## config.mk

```make
export PLATFORM = sky130hd
export DESIGN_NAME = ps2_mouse_ctrl_flat
export DESIGN_NICKNAME = d
export VERILOG_FILES = /design/src/rtl/mouse_pkg.sv /design/src/rtl/ps2_mouse_ctrl_if.sv /design/src/rtl/ps2_cursor_accum.sv /design/src/rtl/ps2_mouse_ctrl.sv /design/src/flat_wrapper.sv
export SDC_FILE = /design/constraint.sdc
export NUM_CORES = 1
export LEC_CHECK = 0
export BUFFER_PORTS_ARGS = -buffer_cell sky130_fd_sc_hd__clkbuf_2
export CAP_MARGIN = 20
export CORE_MARGIN = 3
export CORE_UTILIZATION = 55
export CTS_CLUSTER_DIAMETER = 60
export DETAILED_ROUTE_END_ITERATION = 8
export PLACE_DENSITY = 0.84
export SYNTH_ARGS = -nofsm -noshare
export SYNTH_HDL_FRONTEND = slang
export SYNTH_HIERARCHICAL = 1
export SYNTH_SLANG_ARGS = --single-unit
```

## constraint.sdc

```tcl
create_clock -name clk -period 5.6 [get_ports clk]
set_input_delay 0.56 -clock clk [delete_from_list [all_inputs] [get_ports clk]]
set_output_delay 0.56 -clock clk [all_outputs]
set_load 0.02 [all_outputs]
```

## src/rtl/mouse_pkg.sv

```systemverilog
// Shared PS/2 mouse definitions: protocol bytes, controller states and
// the bit layout of the first movement-packet byte.
package mouse_pkg;

  localparam logic [7:0] CMD_RESET  = 8'hFF;
  localparam logic [7:0] CMD_ENABLE = 8'hF4;
  localparam logic [7:0] RSP_ACK    = 8'hFA;
  localparam logic [7:0] RSP_BAT_OK = 8'hAA;
  localparam logic [7:0] DEV_ID     = 8'h00;

  localparam int unsigned PB_LEFT   = 0;
  localparam int unsigned PB_RIGHT  = 1;
  localparam int unsigned PB_MIDDLE = 2;
  localparam int unsigned PB_SYNC   = 3;
  localparam int unsigned PB_XSIGN  = 4;
  localparam int unsigned PB_YSIGN  = 5;
  localparam int unsigned PB_XOVF   = 6;
  localparam int unsigned PB_YOVF   = 7;

  typedef enum logic [3:0] {
    ST_RST_SEND,
    ST_RST_ACK,
    ST_BAT,
    ST_ID,
    ST_EN_SEND,
    ST_EN_ACK,
    ST_B0,
    ST_B1,
    ST_B2,
    ST_FAIL
  } state_t;

  // Byte the device must answer with while the controller sits in state s.
  function automatic logic [7:0] expected_rsp(input state_t s);
    case (s)
      ST_RST_ACK: return RSP_ACK;
      ST_BAT:     return RSP_BAT_OK;
      ST_ID:      return DEV_ID;
      ST_EN_ACK:  return RSP_ACK;
      default:    return '0;
    endcase
  endfunction

endpackage

```

## src/rtl/ps2_mouse_ctrl_if.sv

```systemverilog
// Byte-level link between the mouse controller and the PS/2 pin transceiver.
interface ps2_mouse_ctrl_if;
  logic [7:0] tx_byte;
  logic       tx_start;
  logic       tx_busy;
  logic       tx_err;
  logic [7:0] rx_byte;
  logic       rx_valid;
  logic       rx_err;

  modport master (
    output tx_byte, tx_start,
    input  tx_busy, tx_err, rx_byte, rx_valid, rx_err
  );

  modport slave (
    input  tx_byte, tx_start,
    output tx_busy, tx_err, rx_byte, rx_valid, rx_err
  );
endinterface

```

## src/rtl/ps2_cursor_accum.sv

```systemverilog
// Cursor position registers: applies a 9-bit PS/2 displacement with
// overflow masking, Y inversion and clamping to the visible area.
module ps2_cursor_accum #(
  parameter int unsigned X_MAX  = 639,
  parameter int unsigned Y_MAX  = 479,
  parameter int unsigned X_INIT = 320,
  parameter int unsigned Y_INIT = 240
) (
  input  logic       clk,
  input  logic       rst,
  input  logic       commit,
  input  logic [8:0] dx9,
  input  logic [8:0] dy9,
  input  logic       x_ovf,
  input  logic       y_ovf,
  output logic [9:0] cursor_x,
  output logic [9:0] cursor_y
);

  localparam logic [9:0] XM = 10'(X_MAX);
  localparam logic [9:0] YM = 10'(Y_MAX);

  logic signed [11:0] dx, dy, nx, ny;

  function automatic logic [9:0] clamp(input logic signed [11:0] v, input logic [9:0] hi);
    if (v < 0) return '0;
    else if (v > $signed({2'b00, hi})) return hi;
    else return v[9:0];
  endfunction

  always_comb begin
    dx = x_ovf ? '0 : {{3{dx9[8]}}, dx9};
    dy = y_ovf ? '0 : {{3{dy9[8]}}, dy9};
    nx = $signed({2'b00, cursor_x}) + dx;
    // PS/2 reports +y as up; screen rows grow downward.
    ny = $signed({2'b00, cursor_y}) - dy;
  end

  always_ff @(posedge clk or posedge rst) begin
    if (rst) begin
      cursor_x <= 10'(X_INIT);
      cursor_y <= 10'(Y_INIT);
    end else if (commit) begin
      cursor_x <= clamp(nx, XM);
      cursor_y <= clamp(ny, YM);
    end
  end

endmodule

```

## src/rtl/ps2_mouse_ctrl.sv

```systemverilog
// PS/2 mouse host sequencer: reset/self-test/enable handshake with retries,
// then 3-byte packet assembly feeding the cursor accumulator.
module ps2_mouse_ctrl
  import mouse_pkg::*;
#(
  parameter int unsigned X_MAX        = 639,
  parameter int unsigned Y_MAX        = 479,
  parameter int unsigned X_INIT       = 320,
  parameter int unsigned Y_INIT       = 240,
  parameter int unsigned RESP_TIMEOUT = 12_500_000,
  parameter int unsigned PKT_GAP      = 50_000,
  parameter int unsigned RETRY_MAX    = 3
) (
  input  logic                    clk,
  input  logic                    rst,
  ps2_mouse_ctrl_if.master        ps2,
  output logic [9:0]              cursor_x,
  output logic [9:0]              cursor_y,
  output logic [2:0]              btn,
  output logic                    pkt_valid,
  output logic                    ready,
  output logic                    init_fail
);

  localparam int unsigned T_MAX = (RESP_TIMEOUT > PKT_GAP) ? RESP_TIMEOUT : PKT_GAP;
  localparam int unsigned TW    = $clog2(T_MAX + 1);
  localparam int unsigned RW    = $clog2(RETRY_MAX + 1);

  state_t        state;
  logic [TW-1:0] timer;
  logic [RW-1:0] retry;
  logic [2:0]    hdr_btn;
  logic          hdr_xs, hdr_ys, hdr_xo, hdr_yo;
  logic [7:0]    byte1;
  logic          init_error, gap_abort, commit;

  always_comb begin
    init_error = ps2.tx_err || ps2.rx_err || (timer == TW'(RESP_TIMEOUT)) ||
                 (ps2.rx_valid && (state != ST_EN_SEND) &&
                  (ps2.rx_byte != expected_rsp(state)));
    gap_abort  = ps2.rx_err || (timer == TW'(PKT_GAP));
    commit     = (state == ST_B2) && ps2.rx_valid;
  end

  always_ff @(posedge clk or posedge rst) begin
    if (rst) begin
      state        <= ST_RST_SEND;
      timer        <= '0;
      retry        <= '0;
      ps2.tx_byte  <= '0;
      ps2.tx_start <= 1'b0;
      btn          <= '0;
      pkt_valid    <= 1'b0;
      ready        <= 1'b0;
      init_fail    <= 1'b0;
      hdr_btn      <= '0;
      {hdr_xs, hdr_ys, hdr_xo, hdr_yo} <= '0;
      byte1        <= '0;
    end else begin
      ps2.tx_start <= 1'b0;
      pkt_valid    <= 1'b0;
      case (state)
        ST_RST_SEND: begin
          timer <= '0;
          if (!ps2.tx_busy) begin
            ps2.tx_byte  <= CMD_RESET;
            ps2.tx_start <= 1'b1;
            state        <= ST_RST_ACK;
          end
        end
        ST_RST_ACK, ST_BAT, ST_ID, ST_EN_SEND, ST_EN_ACK: begin
          if (init_error) begin
            timer <= '0;
            retry <= retry + 1'b1;
            if (retry == RW'(RETRY_MAX - 1)) begin
              state     <= ST_FAIL;
              init_fail <= 1'b1;
            end else begin
              state <= ST_RST_SEND;
            end
          end else if (state == ST_EN_SEND) begin
            if (!ps2.tx_busy) begin
              ps2.tx_byte  <= CMD_ENABLE;
              ps2.tx_start <= 1'b1;
              state        <= ST_EN_ACK;
              timer        <= '0;
            end else begin
              timer <= timer + 1'b1;
            end
          end else if (ps2.rx_valid) begin
            // init_error already rejected a wrong byte, so this one matches.
            timer <= '0;
            case (state)
              ST_RST_ACK: state <= ST_BAT;
              ST_BAT:     state <= ST_ID;
              ST_ID:      state <= ST_EN_SEND;
              default: begin
                state <= ST_B0;
                ready <= 1'b1;
              end
            endcase
          end else begin
            timer <= timer + 1'b1;
          end
        end
        ST_B0: begin
          timer <= '0;
          if (ps2.rx_valid && ps2.rx_byte[PB_SYNC]) begin
            hdr_btn <= ps2.rx_byte[PB_MIDDLE:PB_LEFT];
            hdr_xs  <= ps2.rx_byte[PB_XSIGN];
            hdr_ys  <= ps2.rx_byte[PB_YSIGN];
            hdr_xo  <= ps2.rx_byte[PB_XOVF];
            hdr_yo  <= ps2.rx_byte[PB_YOVF];
            state   <= ST_B1;
          end
        end
        ST_B1, ST_B2: begin
          if (ps2.rx_valid) begin
            timer <= '0;
            if (state == ST_B1) begin
              byte1 <= ps2.rx_byte;
              state <= ST_B2;
            end else begin
              btn       <= hdr_btn;
              pkt_valid <= 1'b1;
              state     <= ST_B0;
            end
          end else if (gap_abort) begin
            timer <= '0;
            state <= ST_B0;
          end else begin
            timer <= timer + 1'b1;
          end
        end
        ST_FAIL: timer <= '0;
        default: state <= ST_RST_SEND;
      endcase
    end
  end

  ps2_cursor_accum #(
    .X_MAX (X_MAX),
    .Y_MAX (Y_MAX),
    .X_INIT(X_INIT),
    .Y_INIT(Y_INIT)
  ) u_accum (
    .clk     (clk),
    .rst     (rst),
    .commit  (commit),
    .dx9     ({hdr_xs, byte1}),
    .dy9     ({hdr_ys, ps2.rx_byte}),
    .x_ovf   (hdr_xo),
    .y_ovf   (hdr_yo),
    .cursor_x(cursor_x),
    .cursor_y(cursor_y)
  );

endmodule

```

## src/flat_wrapper.sv

```systemverilog
// flat-port wrapper written by rule: the top's interface ports become plain ports
module ps2_mouse_ctrl_flat import mouse_pkg::*;
#(
  parameter int unsigned X_MAX        = 639,
  parameter int unsigned Y_MAX        = 479,
  parameter int unsigned X_INIT       = 320,
  parameter int unsigned Y_INIT       = 240,
  parameter int unsigned RESP_TIMEOUT = 12_500_000,
  parameter int unsigned PKT_GAP      = 50_000,
  parameter int unsigned RETRY_MAX    = 3
)
  (clk, rst, cursor_x, cursor_y, btn, pkt_valid, ready, init_fail, ps2_tx_byte, ps2_tx_start, ps2_tx_busy, ps2_tx_err, ps2_rx_byte, ps2_rx_valid, ps2_rx_err);
  ps2_mouse_ctrl_if ps2_i ();
  input  logic clk;
  input  logic rst;
  output logic [9:0] cursor_x;
  output logic [9:0] cursor_y;
  output logic [2:0] btn;
  output logic pkt_valid;
  output logic ready;
  output logic init_fail;
  output wire logic [$bits(ps2_i.tx_byte)-1:0] ps2_tx_byte;
  output wire logic [$bits(ps2_i.tx_start)-1:0] ps2_tx_start;
  input wire logic [$bits(ps2_i.tx_busy)-1:0] ps2_tx_busy;
  input wire logic [$bits(ps2_i.tx_err)-1:0] ps2_tx_err;
  input wire logic [$bits(ps2_i.rx_byte)-1:0] ps2_rx_byte;
  input wire logic [$bits(ps2_i.rx_valid)-1:0] ps2_rx_valid;
  input wire logic [$bits(ps2_i.rx_err)-1:0] ps2_rx_err;
  assign ps2_tx_byte = ps2_i.tx_byte;
  assign ps2_tx_start = ps2_i.tx_start;
  assign ps2_i.tx_busy = ps2_tx_busy;
  assign ps2_i.tx_err = ps2_tx_err;
  assign ps2_i.rx_byte = ps2_rx_byte;
  assign ps2_i.rx_valid = ps2_rx_valid;
  assign ps2_i.rx_err = ps2_rx_err;
  ps2_mouse_ctrl #(.X_MAX(X_MAX), .Y_MAX(Y_MAX), .X_INIT(X_INIT), .Y_INIT(Y_INIT), .RESP_TIMEOUT(RESP_TIMEOUT), .PKT_GAP(PKT_GAP), .RETRY_MAX(RETRY_MAX)) u_core (.clk(clk), .rst(rst), .ps2(ps2_i), .cursor_x(cursor_x), .cursor_y(cursor_y), .btn(btn), .pkt_valid(pkt_valid), .ready(ready), .init_fail(init_fail));
endmodule
```

==> flow_results.xml <==
<?xml version="1.0" encoding="UTF-8"?>
<metrics>
  <group name="placed_design">
    <metric name="cell_area_after_placement" unit="sq um">5460</metric>
    <metric name="dp_worst_setup_slack" unit="ns">2.27</metric>
    <metric name="globalplace.congestion" unit="">0.945</metric>
    <metric name="numPortBuffers" unit="">48</metric>
    <metric name="placed_wire_length_estimate_after_detailed_placement" unit="um">9310</metric>
  </group>
  <group name="synthesis">
    <metric name="postSynthCellCount" unit="">565</metric>
    <metric name="share_of_synthesized_area_occupied_by_flip_flops_and_latches" unit="">0.355</metric>
    <metric name="synth.lib_cells_used.distinct" unit="">80</metric>
    <metric name="netlist_top_cells_area" unit="">sky130_fd_sc_hd__dfrtp_1, sky130_fd_sc_hd__ha_1, sky130_fd_sc_hd__nor2b_1</metric>
    <metric name="synth-warning-count" unit="">6</metric>
    <metric name="yosysTopAreaCellShare" unit="">0.325</metric>
    <metric name="cell_area_synth" unit="sq um">5230</metric>
    <metric name="synth-edff-count" unit="">0</metric>
    <metric name="post_synth.cell_area_avg" unit="sq um">9.26</metric>
    <metric name="synthFlopType" unit="">sky130_fd_sc_hd__dfrtp_1</metric>
    <metric name="synth_async_sr_flop_share" unit="">1.00</metric>
    <metric name="syn-num-nets" unit="">607</metric>
    <metric name="synth_largest_area_cell" unit="">sky130_fd_sc_hd__dfrtp_1</metric>
    <metric name="synth-seq-cells" unit="">74</metric>
  </group>
  <group name="worst_setup_path">
    <metric name="worstPathCellList" unit="">nor2b_1 &gt; ha_1 &gt; inv_1 &gt; fa_1 &gt; nand2b_1 &gt; a2111oi_0 &gt; a211oi_1 &gt; xnor2_1 &gt; nor2_1 &gt; a32o_1</metric>
    <metric name="cp_slowest_cell" unit="">sky130_fd_sc_hd__xnor2_1</metric>
    <metric name="reg2reg_depth" unit="">10</metric>
    <metric name="critPathKind" unit="">flop to flop</metric>
    <metric name="cp_data_required_time" unit="ns">5.83</metric>
    <metric name="worst-path-buf-inv" unit="">1</metric>
    <metric name="critical_path_cell_count" unit="">10</metric>
    <metric name="timing.critical_path.from_type" unit="">flop</metric>
    <metric name="worst-endpoint-arrival" unit="ns">3.38</metric>
    <metric name="highest_cell_delay_on_the_worst_timing_path" unit="ns">0.58</metric>
    <metric name="cp_max_fo" unit="">10</metric>
    <metric name="worst_path_dominant_cell_family" unit="">compound AO/OA/AOI/OAI gates</metric>
    <metric name="endpoint_kind" unit="">flop</metric>
  </group>
  <group name="global_route">
    <metric name="first_pass_grt_wire_length" unit="um">21200</metric>
    <metric name="total_track_usage" unit="">0.236</metric>
    <metric name="grt_antenna_before_repair" unit="">0</metric>
    <metric name="grt_start_max_net_pins" unit="">55</metric>
    <metric name="via_count_of_the_first_global_routing_pass" unit="">4481</metric>
    <metric name="grt-ovfl-total" unit="">0</metric>
  </group>
  <group name="clock_tree">
    <metric name="cts-buffers-inserted" unit="">9</metric>
    <metric name="tritoncts" unit="">done</metric>
    <metric name="post_cts_buffers" unit="">0</metric>
    <metric name="cts_resized" unit="">0</metric>
    <metric name="cts_hold_repair.buffers" unit="">0</metric>
    <metric name="worst_setup_hold_path_clk_slew" unit="ns">0.08</metric>
    <metric name="tritoncts_sink_count" unit="">74</metric>
    <metric name="clk-insertion-delay-late" unit="ns">0.35</metric>
    <metric name="htreeDepth" unit="">3</metric>
    <metric name="clock_tree.root_cell" unit="">sky130_fd_sc_hd__clkbuf_8</metric>
    <metric name="cts_max_path_buffers" unit="">2</metric>
  </group>
  <group name="finish">
    <metric name="final_util" unit="">0.636</metric>
    <metric name="syn2layout_area_growth" unit="%">9.06</metric>
    <metric name="finish.net_count" unit="">642</metric>
    <metric name="most_frequent_cells_in_the_layout" unit="">sky130_fd_sc_hd__dfrtp_1, sky130_fd_sc_hd__clkbuf_2, sky130_fd_sc_hd__nand2_1</metric>
    <metric name="insertedDiodeCount" unit="">0</metric>
    <metric name="final_design_area_no_fill" unit="sq um">5710</metric>
    <metric name="layout.cells.most_common" unit="">sky130_fd_sc_hd__dfrtp_1</metric>
    <metric name="proportion_of_layout_cells_with_a_drive_suffix_above_1" unit="">0.179</metric>
  </group>
  <group name="pwr">
    <metric name="vdd.ir_drop.worst" unit="V">0.000222</metric>
    <metric name="power-per-cell-area" unit="nW/um^2">432</metric>
    <metric name="reported_leakage_power" unit="nW">2.66</metric>
  </group>
  <group name="timing">
    <metric name="timing.final.crit_share" unit="">0.562</metric>
    <metric name="timing.setup.tns" unit="ns">0</metric>
    <metric name="max_slew_margin" unit="">0.423</metric>
    <metric name="grt_setup_unrepaired" unit="">false</metric>
    <metric name="post_layout_minimum_cycle_time" unit="ns">3.15</metric>
    <metric name="hold_viol_final" unit="">0</metric>
    <metric name="final_critical_path_setup_slack" unit="ns">2.45</metric>
    <metric name="fin_worst_skew" unit="ns">0.00649</metric>
    <metric name="tightest_slew" unit="ns">0.842</metric>
    <metric name="setup_violations" unit="">0</metric>
    <metric name="finalMaxSlewViolations" unit="">0</metric>
    <metric name="upper_clock_frequency_limit" unit="MHz">318</metric>
  </group>
  <group name="worst_hold_path">
    <metric name="hold_path_class" unit="">primary input to async pin</metric>
  </group>
  <group name="run_status">
    <metric name="status" unit="">finished, final reports clean</metric>
  </group>
  <group name="floorplan">
    <metric name="die_width" unit="um">104</metric>
    <metric name="core_area" unit="sq um">8980</metric>
    <metric name="floorplan.die.height" unit="um">104</metric>
    <metric name="io-pin-count" unit="">49</metric>
    <metric name="dieArea" unit="sq um">10700</metric>
    <metric name="starting_density" unit="">0.583</metric>
    <metric name="std_cell_rows" unit="">34</metric>
  </group>
  <group name="route">
    <metric name="drt-total-wl" unit="um">12600</metric>
    <metric name="route.detailed.wl_per_inst" unit="um">17.3</metric>
    <metric name="via_per_inst" unit="">6.27</metric>
    <metric name="drt_drc" unit="">0</metric>
    <metric name="drt_first_pass_iters" unit="">5</metric>
    <metric name="via_count" unit="">4584</metric>
    <metric name="route.antenna.remaining_nets" unit="">0</metric>
    <metric name="drt_first_iter_violations" unit="">264</metric>
  </group>
  <group name="run">
    <metric name="cap_viol_max_count" unit="">0</metric>
  </group>
</metrics>
-- metrics by stage --
step / cells / hold slack, ns / total power, mW
after CTS: 730 / 0.368 / 2.46
after detailed placement: 714 / 0.459 / 1.97
final: 731 / 0.215 / 2.47
after global routing: 731 / 0.226 / 2.64
after global placement: 714 / 0.456 / 1.92
after floorplan: 565 / 0.471 / 1.73
-- power by group --
group / internal [mW] / switching, mW / total [mW]
Sequential: 0.653 / 0.122 / 0.775
Clock: 0.276 / 0.201 / 0.477
Combinational: 0.504 / 0.710 / 1.21
-- worst paths after layout --
kind | from | endpoint | slack [ns]
worst max-delay path | u_core/hdr_xo | u_core/u_accum/cursor_x[7] | 2.45
worst min-delay path | rst | u_core/timer[8] | 0.21
worst max register to register | u_core/hdr_xo | u_core/u_accum/cursor_x[7] | 2.45
worst min register to register | u_core/init_fail | u_core/init_fail | 0.48
max in group asynchronous | rst | u_core/u_accum/cursor_x[7] | 4.76
min in group clk | u_core/init_fail | u_core/init_fail | 0.48
-- registers in the layout, indices dropped and copies added, names as in the netlist --
register / count
u_core/btn: 3
u_core/byte1: 8
u_core/hdr_btn: 3
u_core/hdr_xo: 1
u_core/hdr_xs: 1
u_core/hdr_yo: 1
u_core/hdr_ys: 1
u_core/init_fail: 1
u_core/pkt_valid: 1
u_core/ps2.tx_byte: 2
u_core/ps2.tx_start: 1
u_core/ready: 1
u_core/retry: 2
u_core/state: 4
u_core/timer: 24
u_core/u_accum/cursor_x: 10
u_core/u_accum/cursor_y: 10
-- per-layer routing --
layer,wire length (um),part of all wire,GRT usage
met5,0,0,0
met2,6430,0.51,0.412
met1,5280,0.42,0.297
met4,211,0.017,0.0617
met3,715,0.057,0.0516
-- synthesized netlist by cell type (all sizes together), types with 8 or more instances --
cell / count
dfrtp: 68
nand2: 45
nor2b: 34
nor2: 33
o21ai: 33
a21oi: 31
ha: 26
inv: 22
mux2: 19
nand2b: 19
and3: 18
a22o: 16
buf: 15
nor3: 14
a21o: 12
a2bb2oi: 12
clkbuf: 11
xnor2: 11
a211oi: 8
nor4: 8
-- final cells by class --
class	instances	area (sq um)
tap	126	158
inverter	22	82.6
clock inverter	4	73.8
timing repair buffer	51	275
multi-input combinational	442	3100
sequential	74	1860
fill	731	3270
clock buffer	12	155
-- kinds of logic (layout without fill, tap and decap cells) --
logic type	count (synthesis)	count (layout)	synth area share
AND/OR/NAND/NOR	223	223	0.238
buffers and inverters	49	89	0.0517
multiplexers	20	20	0.0428
XOR/XNOR	15	15	0.0251
flip-flops	74	74	0.355
adder cells (fa/ha/maj)	28	28	0.0698
AO/OA/AOI/OAI	156	156	0.217
-- worst reg2reg max path, delay by kind of cell, from the launching register on --
kind | cells | cell delay (ns)
AND/OR/NAND/NOR | 3 | 0.51
adder cells (fa/ha/maj) | 2 | 0.59
XOR/XNOR | 1 | 0.58
AO/OA/AOI/OAI | 3 | 0.80
flip-flops | 1 | 0.48
buffers and inverters | 1 | 0.07
Note: power is estimated with default switching activity, not from simulation.
